<file path="src/rtl/quad_pkg.sv">
// rtl/quad_pkg.sv - shared constants and phase helper for the quadrature step decoder
// Purpose: default filter length, phase encodings {a,b}, direction codes and
//          the forward (up) Gray sequence used by the decoder.
// Ports:   none (package)
package quad_pkg;

  localparam int FILT_LEN_DEFAULT = 3;

  localparam logic [1:0] PH_00 = 2'b00;
  localparam logic [1:0] PH_10 = 2'b10;
  localparam logic [1:0] PH_11 = 2'b11;
  localparam logic [1:0] PH_01 = 2'b01;

  localparam logic DIR_UP = 1'b1;
  localparam logic DIR_DN = 1'b0;

  // Phase that follows ph when rotating in the up direction.
  function automatic logic [1:0] next_up(input logic [1:0] ph);
    logic [1:0] nxt;
    case (ph)
      PH_00:   nxt = PH_10;
      PH_10:   nxt = PH_11;
      PH_11:   nxt = PH_01;
      default: nxt = PH_00;
    endcase
    return nxt;
  endfunction

endpackage

</file>
<file path="src/rtl/phase_filter.sv">
// rtl/phase_filter.sv - two-flop synchroniser plus persistence glitch filter for one phase
// Purpose: brings an asynchronous phase input into the clk domain and only lets
//          the filtered value follow after FILT_LEN consecutive differing cycles.
// Ports:
//   clk   in  1  clock
//   reset in  1  synchronous active-high reset; filtered value tracks x_s
//   x_in  in  1  raw asynchronous phase input
//   x_s   out 1  synchronised input (second sync flop)
//   x_f   out 1  filtered phase
module phase_filter #(
  parameter int FILT_LEN = quad_pkg::FILT_LEN_DEFAULT
) (
  input  logic clk,
  input  logic reset,
  input  logic x_in,
  output logic x_s,
  output logic x_f
);

  localparam int CW = $clog2(FILT_LEN + 1);

  logic          x_s1;
  logic [CW-1:0] cnt;

  // Sync chain runs regardless of reset so the tracked value is valid on release.
  always_ff @(posedge clk) begin
    x_s1 <= x_in;
    x_s  <= x_s1;
  end

  // cnt holds the number of earlier consecutive differing cycles; the current
  // differing cycle is the FILT_LEN-th when cnt reaches FILT_LEN-1.
  always_ff @(posedge clk) begin
    if (reset) begin
      cnt <= '0;
      x_f <= x_s;
    end else if (x_s == x_f) begin
      cnt <= '0;
    end else if (cnt == CW'(FILT_LEN - 1)) begin
      cnt <= '0;
      x_f <= x_s;
    end else begin
      cnt <= cnt + 1'b1;
    end
  end

endmodule

</file>
<file path="src/rtl/quad_step_decoder.sv">
// rtl/quad_step_decoder.sv - quadrature front end producing step/dir pulses and a sticky error
// Purpose: filters A/B phases and decodes each filtered phase change into a
//          one-cycle step with direction; a simultaneous change of both phases
//          sets a sticky error instead.
// Ports:
//   clk     in  1  clock
//   reset   in  1  synchronous active-high reset
//   a_in    in  1  raw phase A (asynchronous)
//   b_in    in  1  raw phase B (asynchronous)
//   clr_err in  1  clears err; a same-cycle illegal transition wins
//   step    out 1  one-cycle pulse per legal phase transition
//   dir     out 1  1 = up (A leads B), 0 = down; holds last direction
//   err     out 1  sticky illegal-transition flag
module quad_step_decoder
  import quad_pkg::*;
#(
  parameter int FILT_LEN = FILT_LEN_DEFAULT
) (
  input  logic clk,
  input  logic reset,
  input  logic a_in,
  input  logic b_in,
  input  logic clr_err,
  output logic step,
  output logic dir,
  output logic err
);

  logic       a_s, b_s;
  logic       a_f, b_f;
  logic [1:0] cur;
  logic [1:0] prev;
  logic [1:0] diff;

  phase_filter #(.FILT_LEN(FILT_LEN)) u_filt_a (
    .clk   (clk),
    .reset (reset),
    .x_in  (a_in),
    .x_s   (a_s),
    .x_f   (a_f)
  );

  phase_filter #(.FILT_LEN(FILT_LEN)) u_filt_b (
    .clk   (clk),
    .reset (reset),
    .x_in  (b_in),
    .x_s   (b_s),
    .x_f   (b_f)
  );

  assign cur  = {a_f, b_f};
  assign diff = cur ^ prev;

  always_ff @(posedge clk) begin
    if (reset) begin
      // prev loads the same value the filters load, so release sees no change.
      prev <= {a_s, b_s};
      step <= 1'b0;
      dir  <= DIR_UP;
      err  <= 1'b0;
    end else begin
      prev <= cur;
      step <= 1'b0;
      if (diff == 2'b11) begin
        // Both phases moved: direction unknown; adopt the new phase as-is.
        err <= 1'b1;
      end else begin
        if (clr_err) begin
          err <= 1'b0;
        end
        if (cur == next_up(prev)) begin
          step <= 1'b1;
          dir  <= DIR_UP;
        end else if (diff != 2'b00) begin
          step <= 1'b1;
          dir  <= DIR_DN;
        end
      end
    end
  end

endmodule

</file>
<file path="config.mk">
export PLATFORM = sky130hd
export DESIGN_NAME = quad_step_decoder
export DESIGN_NICKNAME = d
export VERILOG_FILES = /design/src/rtl/quad_pkg.sv /design/src/rtl/phase_filter.sv /design/src/rtl/quad_step_decoder.sv
export SDC_FILE = /design/constraint.sdc
export NUM_CORES = 1
export LEC_CHECK = 0
export ABC_AREA = 1
export CAP_MARGIN = 20
export CORE_MARGIN = 2
export CORE_UTILIZATION = 47
export CTS_BUF_LIST = sky130_fd_sc_hd__clkbuf_8
export CTS_CLUSTER_DIAMETER = 60
export DETAILED_ROUTE_END_ITERATION = 16
export PLACE_DENSITY_LB_ADDON = 0.1
export SLEW_MARGIN = 20
export SYNTH_ARGS = -nofsm -noshare
export SYNTH_HDL_FRONTEND = slang
export SYNTH_HIERARCHICAL = 1
export SYNTH_SLANG_ARGS = --single-unit
</file>
<file path="constraint.sdc">
create_clock -name clk -period 2.27 [get_ports clk]
set_clock_uncertainty 0.15 [all_clocks]
set_input_delay 0.3405 -clock clk [delete_from_list [all_inputs] [get_ports clk]]
set_output_delay 0.3405 -clock clk [all_outputs]
set_load 0.02 [all_outputs]
</file>
---- After elaboration in Yosys (flattened, before gate mapping) ----
Index checks and enable logic that the tools add are counted.
Widths: inputs -> output; s select.
operators by class
  reduce and logical (&&, ||, !) cells .... 12
  multiply operators ...................... 0
  div/mod/pow operators ................... 0
  mux-type cells .......................... 16
  eq/ne operators ......................... 10
  order comparisons ....................... 0
  bitwise operators ....................... 2
  shifts and indexed selects .............. 0
  add/sub/neg operators ................... 2
operators with widths
  cell                 number
  $mux 1               12
  $eq 2x2->1 const B   5
  $reduce_bool 2->1    5
  $mux 2               3
  $pmux 2 s3           1
  $reduce_and 2->1     3
  $reduce_or 3->1      2
  $add 2x1->2 const B  2
  $ne 2x2->1 const B   2
  $eq 1x1->1           2
  $eq 2x2->1           1
  $logic_not 2->1      1
  $reduce_or 2->1      1
  $xor 2x2->2          1
  $not 1->1            1
word-level totals
  memories ................................ 0
  input bits .............................. 5
  register bits ........................... 15
  bits in read-only memories .............. 0
  output and inout bits ................... 3
  bits in latches ......................... 0
  logic and storage cells ................. 54
  RAM bits ................................ 0

---- Longest topological paths before layout ----
Gate-level depths: netlist (run 1).
  depth after elaboration ................. 7
  gate-level depth with buffers ........... 7
  depth with buffers taken out ............ 7

---- Modules after synthesis ----
Netlist (run 1), hierarchy kept.
by module, submodules not included
  module             instances  area each (um^2)  seq. area each (um^2)  cells an instance
  phase_filter       2          186.4             110.1                  18
  quad_step_decoder  1          240.2             100.1                  41

---- Worst setup path before layout (run 1) ----
OpenSTA, ideal clock, no wires.
  kind .................................... register to register
  from .................................... register u_filt_b.x_f
  to ...................................... register u_filt_b.x_f, enable pin
  buffers on the path ..................... 0
  cell stages (with the launch flop) ...... 4
  data required time ...................... 1.820 ns
  data arrival time ....................... 0.710 ns
  period minus slack after synthesis ...... 1.160 ns
  library setup time ...................... 0.300 ns
  slack ................................... 1.110 ns
  cells stage by stage .................... edfxtp_1 > nand2_1 > nand2_1 > o21bai_2
on the way
  longest elaborated chain between the ends .. 3
RTL lines
  element                            line                text
  start: declaration                 phase_filter.sv:17  output logic x_f
  start signal: assignment           phase_filter.sv:36  x_f <= x_s;
  start signal: assignment           phase_filter.sv:41  x_f <= x_s;
  $eq 1x1->1                         phase_filter.sv:37  end else if (x_s == x_f) begin
  $ne 2x2->1 (no source line)        -
  $reduce_and 2->1 (no source line)  -
Every way passes these cells.
A chain may end at the register's enable or synchronous reset.

---- Worst setup path in the final report (run 1) ----
  from .................................... register dir
  to ...................................... output dir
RTL lines
  element                   line                     text
  start: declaration        quad_step_decoder.sv:25  output logic dir,
  start signal: assignment  quad_step_decoder.sv:59  dir <= DIR_UP;
  start signal: assignment  quad_step_decoder.sv:73  dir <= DIR_UP;
  start signal: assignment  quad_step_decoder.sv:76  dir <= DIR_DN;
No word-level cell between the ends.

==> results of run 1 <==
sequential cells by signal, summed over array words and instances (netlist names):
signal and flops:
dir 1, step 1, u_filt_a/x_s1 1, u_filt_b/cnt 2, u_filt_b/x_f 1, u_filt_a/cnt 2
u_filt_a/x_s 1, u_filt_b/x_s 1, err 1, u_filt_a/x_f 1, u_filt_b/x_s1 1, prev 2
cell usage after synthesis:
master	count	area share (%)
nand2_1	30	18
dfxtp_1	13	42
inv_1	10	6.1
nor2_1	5	3.1
inv_2	3	1.8
a21oi_1	2	1.6
edfxtp_1	2	9.8
ha_1	2	4.1
nand2_2	2	2.0
nand3_2	2	3.3
nor2_2	2	2.0
o21ai_0	2	1.6
o21bai_2	2	3.7
logic make-up (layout without fill, tap and decap cells):
| kind of cell | Yosys count | count (layout) | synth area share, % |
|---|---|---|---|
| AOI/OAI and AO/OA | 6 | 6 | 6.94 |
| adders and majority gates | 2 | 2 | 4.08 |
| buffers and inverters | 13 | 24 | 7.96 |
| DFF | 15 | 15 | 52.2 |
| and+or+nand+nor | 41 | 41 | 28.8 |
path summary, 6_finish.rpt:
path	startpoint	end	cells after the start
hold / removal	u_filt_a/x_s1	u_filt_a/x_s	0
hold reg to reg	u_filt_a/x_s1	u_filt_a/x_s	0
setup reg to reg	u_filt_a/x_f	u_filt_a/x_f	3
setup / recovery	dir	dir	1
cell type report:
cell class              instances  area [µm²]  area share, %
well taps                      15        18.8           2.51
clock inverters                 1        5.00          0.669
flip-flops and latches         15         320           42.8
repair buffers                  7        70.1           9.36
clock buffers                   3        41.3           5.52
inverters                      13        48.8           6.52
multi-input cells              49         244           32.6
routing by layer:
metal | track usage [%] | wire length [µm]
met1 | 15.1 | 407
met2 | 21.0 | 407
met3 | 8.33 | 49
met4 | 5.17 | 0
met5 | 0 | 0
power by group through the flow:
stage	clock, mW	sequential (mW)	combinational [mW]
6_report	0.205	0.303	0.0767
5_1_grt	0.229	0.305	0.0890
4_1_cts	0.214	0.303	0.0782
3_5_place_dp	0	0.309	0.0780
3_3_place_gp	0	0.308	0.0767
2_1_floorplan	0	0.313	0.0445
metrics by stage:
step / power (mW) / instances
2_1_floorplan: 0.357 / 77
3_3_place_gp: 0.384 / 99
3_5_place_dp: 0.387 / 99
4_1_cts: 0.596 / 103
5_1_grt: 0.623 / 103
6_report: 0.585 / 103
==> metrics.txt, run 1 <==
fmax=600 MHz; starting density of the core=49.0%; pwr dens=around 800 mW/mm²; critical path required time=1.78 ns; Cell variety after synth=13; Rows=13; CTS tree=built; fin util=roughly 60%; synthesized area=between 600 and 700 µm²; area delta synth->final=22.0%; I/O pins=8; setup slack, reg-to-reg=1.02 ns; Slew HR=between 70% and 80%; H-tree depth reported by CTS=1; Post-Syn Nets=84; Sw Share=around a quarter; RSZ-0062 raised after global routing=false; CTS max path bufs=2; Final GP Congestion=0.627; sequential power share=roughly 52%; Crit path max-delay family=buffers and inverters; min Tclk post-route=about 1.7 ns; fraction of layout cells with a size suffix above 1=17.0%; Die W=approximately 40 µm; die height=approximately 40 µm; setup TNS=0 ns; Period Utilization, post-route=73.4%; number of buffers created by CTS=3; Max Fanout on Critical Path=2; 1st-iter DRT viols=7; hold crit path type=reg2reg; Post-route DRC=0; worst path cell trace=clkdlybuf4s50_1; sequential area share after synthesis=52.2%; Diodes inserted=0; Syn Inst Count=77; Fin Hold WS=0.178 ns; Worst EP arrival=~1.2 ns; status=finished, final reports clean; DRT Pass-1 Iters=4; Final Hold Violating Endpoints=0; antenna-violating nets left=0; commonest non-fill, non-tap cells in the layout=nand2_1 (30), dfxtp_1 (13), inv_1 (10); CP startpoint kind=flop; vias=roughly 450; Worst VDD drop=0.000514 V; total track usage=a little over an eighth; largest net degree at the start of global routing=12; initial antenna violation count=0; Post-DP HPWL=around 660 µm; fin nets=96; Port Buffers=7; post-CTS sizing=0; # Post-CTS Setup Buffers=0; Int Pwr=447 µW; average routed wire per standard cell=8.39 µm; Die Area=0.00161 mm²; Psw=approximately 140 µW; commonest non-fill, non-tap cell in the layout=nand2_1; Setup CP Type=reg2out; Tightest Pin Transition=0.368 ns; Critical Path Sink Type=output pin; worst setup margin=between 0.6 and 0.7 ns; logic gate share of total power=13.1%; Mean Syn Cell Area=about 8.0 µm²; post-route cell area=roughly 750 µm²; Vias per Instance=approximately 4.4; Overflow after GRT=0; Seq cells post-synth=15; Hold-fix buffers, CTS=0; first-pass GRT wire length=~1400 µm; crit-path max cell delay=~0.6 ns; CTS sink count=15; vias in the first global route=between 300 and 400; P_leak=about 0.37 nW; Max-Cap Viols=0; Critical path buffers and inverters=1; Slowest-stage cell, CP=clkdlybuf4s50_1; Routed WL=between 800 and 900 µm; Clk network pwr share=35.1%; area of placed instances=702 µm²; worst slack, placed=0.577 ns; Clock transition at path regs=0.06 ns; Filler cells=~120; core area=about 0.0013 mm²; Syn. warnings=6; worst skew pair latency=0.24 ns; clk root buf=clkbuf_8; Final setup viols=0; Final Max Tran Viols=0
Power figures use the tool's default switching activity.
==> run 2, diff against run 1 <==
==> constraint.sdc (replaced) <==
create_clock -name clk -period 1.4 [get_ports clk]
set_clock_uncertainty 0.15 [all_clocks]
set_input_delay 0.21 -clock clk [delete_from_list [all_inputs] [get_ports clk]]
set_output_delay 0.21 -clock clk [all_outputs]
set_load 0.02 [all_outputs]
==> metrics.txt, run 2 (synthesis results as in run 1) <==
Final setup viols=0 (unchanged); Tightest Pin Transition=0.225 ns (-0.142 ns); Critical path buffers and inverters=0 (-1); antenna-violating nets left=0 (unchanged); vias in the first global route=380 (-1.3%); crit-path max cell delay=0.49 ns (-0.11 ns); fraction of layout cells with a size suffix above 1=16.9% (-0.19 points); DRT Pass-1 Iters=4 (unchanged); hold crit path type=reg2reg; Slew HR=85.0% (+9.6 points); Die Area=0.00161 mm² (unchanged); P_leak=0.386 nW (+3.4%); Worst VDD drop=0.000806 V (+57%); Critical Path Sink Type=flop; Rows=13 (unchanged); clk root buf=clkbuf_8; power after layout=947 µW (+62%); Final Hold Violating Endpoints=0 (unchanged); Setup CP Type=reg2reg; 1st-iter DRT viols=1 (-6); Filler cells=107 (-7.0%); critical path required time=1.20 ns (-0.58 ns); worst skew pair latency=0.24 ns (about the same); average routed wire per standard cell=9.87 µm (+18%); Post-DP HPWL=690 µm (+3.8%); initial antenna violation count=0 (unchanged); met1 GRT Util=16.8% (+1.8 points); largest net degree at the start of global routing=9 (-3); Die W=40.1 µm (unchanged); commonest non-fill, non-tap cell in the layout=nand2_1; Vias per Instance=4.59 (+4.3%); worst path cell trace=nand2_1, nand2_1, o21bai_2; Fin Hold WS=0.175 ns (-0.00269 ns); status=finished, final reports clean; CP dominant cell by count=nand2_1; Overflow after GRT=0 (unchanged); Worst EP arrival=1.08 ns (-0.10 ns); die height=40.1 µm (unchanged); largest registers=prev: 2 flops, u_filt_a/cnt: 2 flops, u_filt_b/cnt: 2 flops; CP startpoint kind=flop; Max-Cap Viols=0 (unchanged); Port Buffers=7 (unchanged); fin nets=97 (+1.0%); Final GP Congestion=0.672 (+7.1%); Slowest-stage cell, CP=edfxtp_1; Clock transition at path regs=0.06 ns (about the same); area delta synth->final=22.4%; Hold-fix buffers, CTS=0 (unchanged); fmax=782 MHz; CTS max path bufs=2 (unchanged); pwr dens=1260 mW/mm² (+61%); setup TNS=0 ns (unchanged); Max Fanout on Critical Path=6 (+4); RSZ-0062 raised after global routing=false; vias=477 (+5.3%); busiest layer in global routing=met2; Post-route DRC=0 (unchanged); Crit path max-delay family=flip-flops; CTS tree=built; Routed WL=1030 µm (+19%); min Tclk post-route=between 1 and 1.5 ns; H-tree depth reported by CTS=1 (unchanged); starting density of the core=49.0% (unchanged); Period Utilization, post-route=91.4%; total track usage=14.7% (+1.1 points); Diodes inserted=0 (unchanged); core area=0.00125 mm² (unchanged); Final Max Tran Viols=0 (unchanged); first-pass GRT wire length=1480 µm (+6.0%); I/O pins=8 (unchanged); CTS sink count=15 (unchanged); met3 Resource Use GR=5.00% (-3.3 points); commonest non-fill, non-tap cells in the layout=nand2_1 (30), dfxtp_1 (13), inv_1 (11); routing usage on met2=22.6% (+1.6 points); number of buffers created by CTS=3 (unchanged)
==> run 2: cell count changes in the layout (fill, tap and decap cells not counted), sizes merged <==
cell / delta
clkinv: -1
inv: +1
buf: +1
clkdlybuf4s50: -3
dlygate4sd2: +3
==> run 2: power by group <==
part	internal, mW	total, mW	switching [mW]
clock network	0.194	0.331	0.137
logic	0.0538	0.126	0.0718
registers	0.470	0.491	0.0209
==> run 2: worst paths after layout <==
check / cells after the start / startpoint / slack, ns / to
hold reg to reg: 0 / u_filt_b/x_s1 / 0.18 / u_filt_b/x_s
hold / removal: 0 / u_filt_b/x_s1 / 0.18 / u_filt_b/x_s
setup / recovery: 3 / u_filt_b/x_f / 0.12 / u_filt_b/x_f
setup reg to reg: 3 / u_filt_b/x_f / 0.12 / u_filt_b/x_f
==> run 2: repair_timing <==
item / in CTS / in global routing
setup buffers: 0 / 0
setup endpoints to repair: 3 / 0
resized for setup: 3 / 0
==> run 2: routing by layer <==
layer	vias up	share of wire, %
met1	211	46
met4	0	0
li1	256	-
met5	-	0
met2	10	51
met3	0	3.3
==> run 2: area by class of cell <==
type / instances / area (µm²) / area share, %
Clock buffer: 3 / 41.3 / 5.50
Timing Repair Buffer: 8 / 73.8 / 9.83
Sequential cell: 15 / 320 / 42.7
Clock inverter: 1 / 3.75 / 0.500
Multi-Input combinational cell: 49 / 244 / 32.5
Tap cell: 15 / 18.8 / 2.50
Inverter: 13 / 48.8 / 6.50
==> run 2: stage by stage <==
step / utilization (%) / setup slack, ns / area, µm² / cells
floorplan: - / 0.240 / 613 / 77
global placement: 56.6 / 0.0484 / 709 / 100
detailed placement: 56.6 / 0.0116 / 709 / 100
CTS: 59.9 / 0.119 / 751 / 104
global route: 59.9 / 0.0776 / 751 / 104
finish: 59.9 / 0.121 / 751 / 104
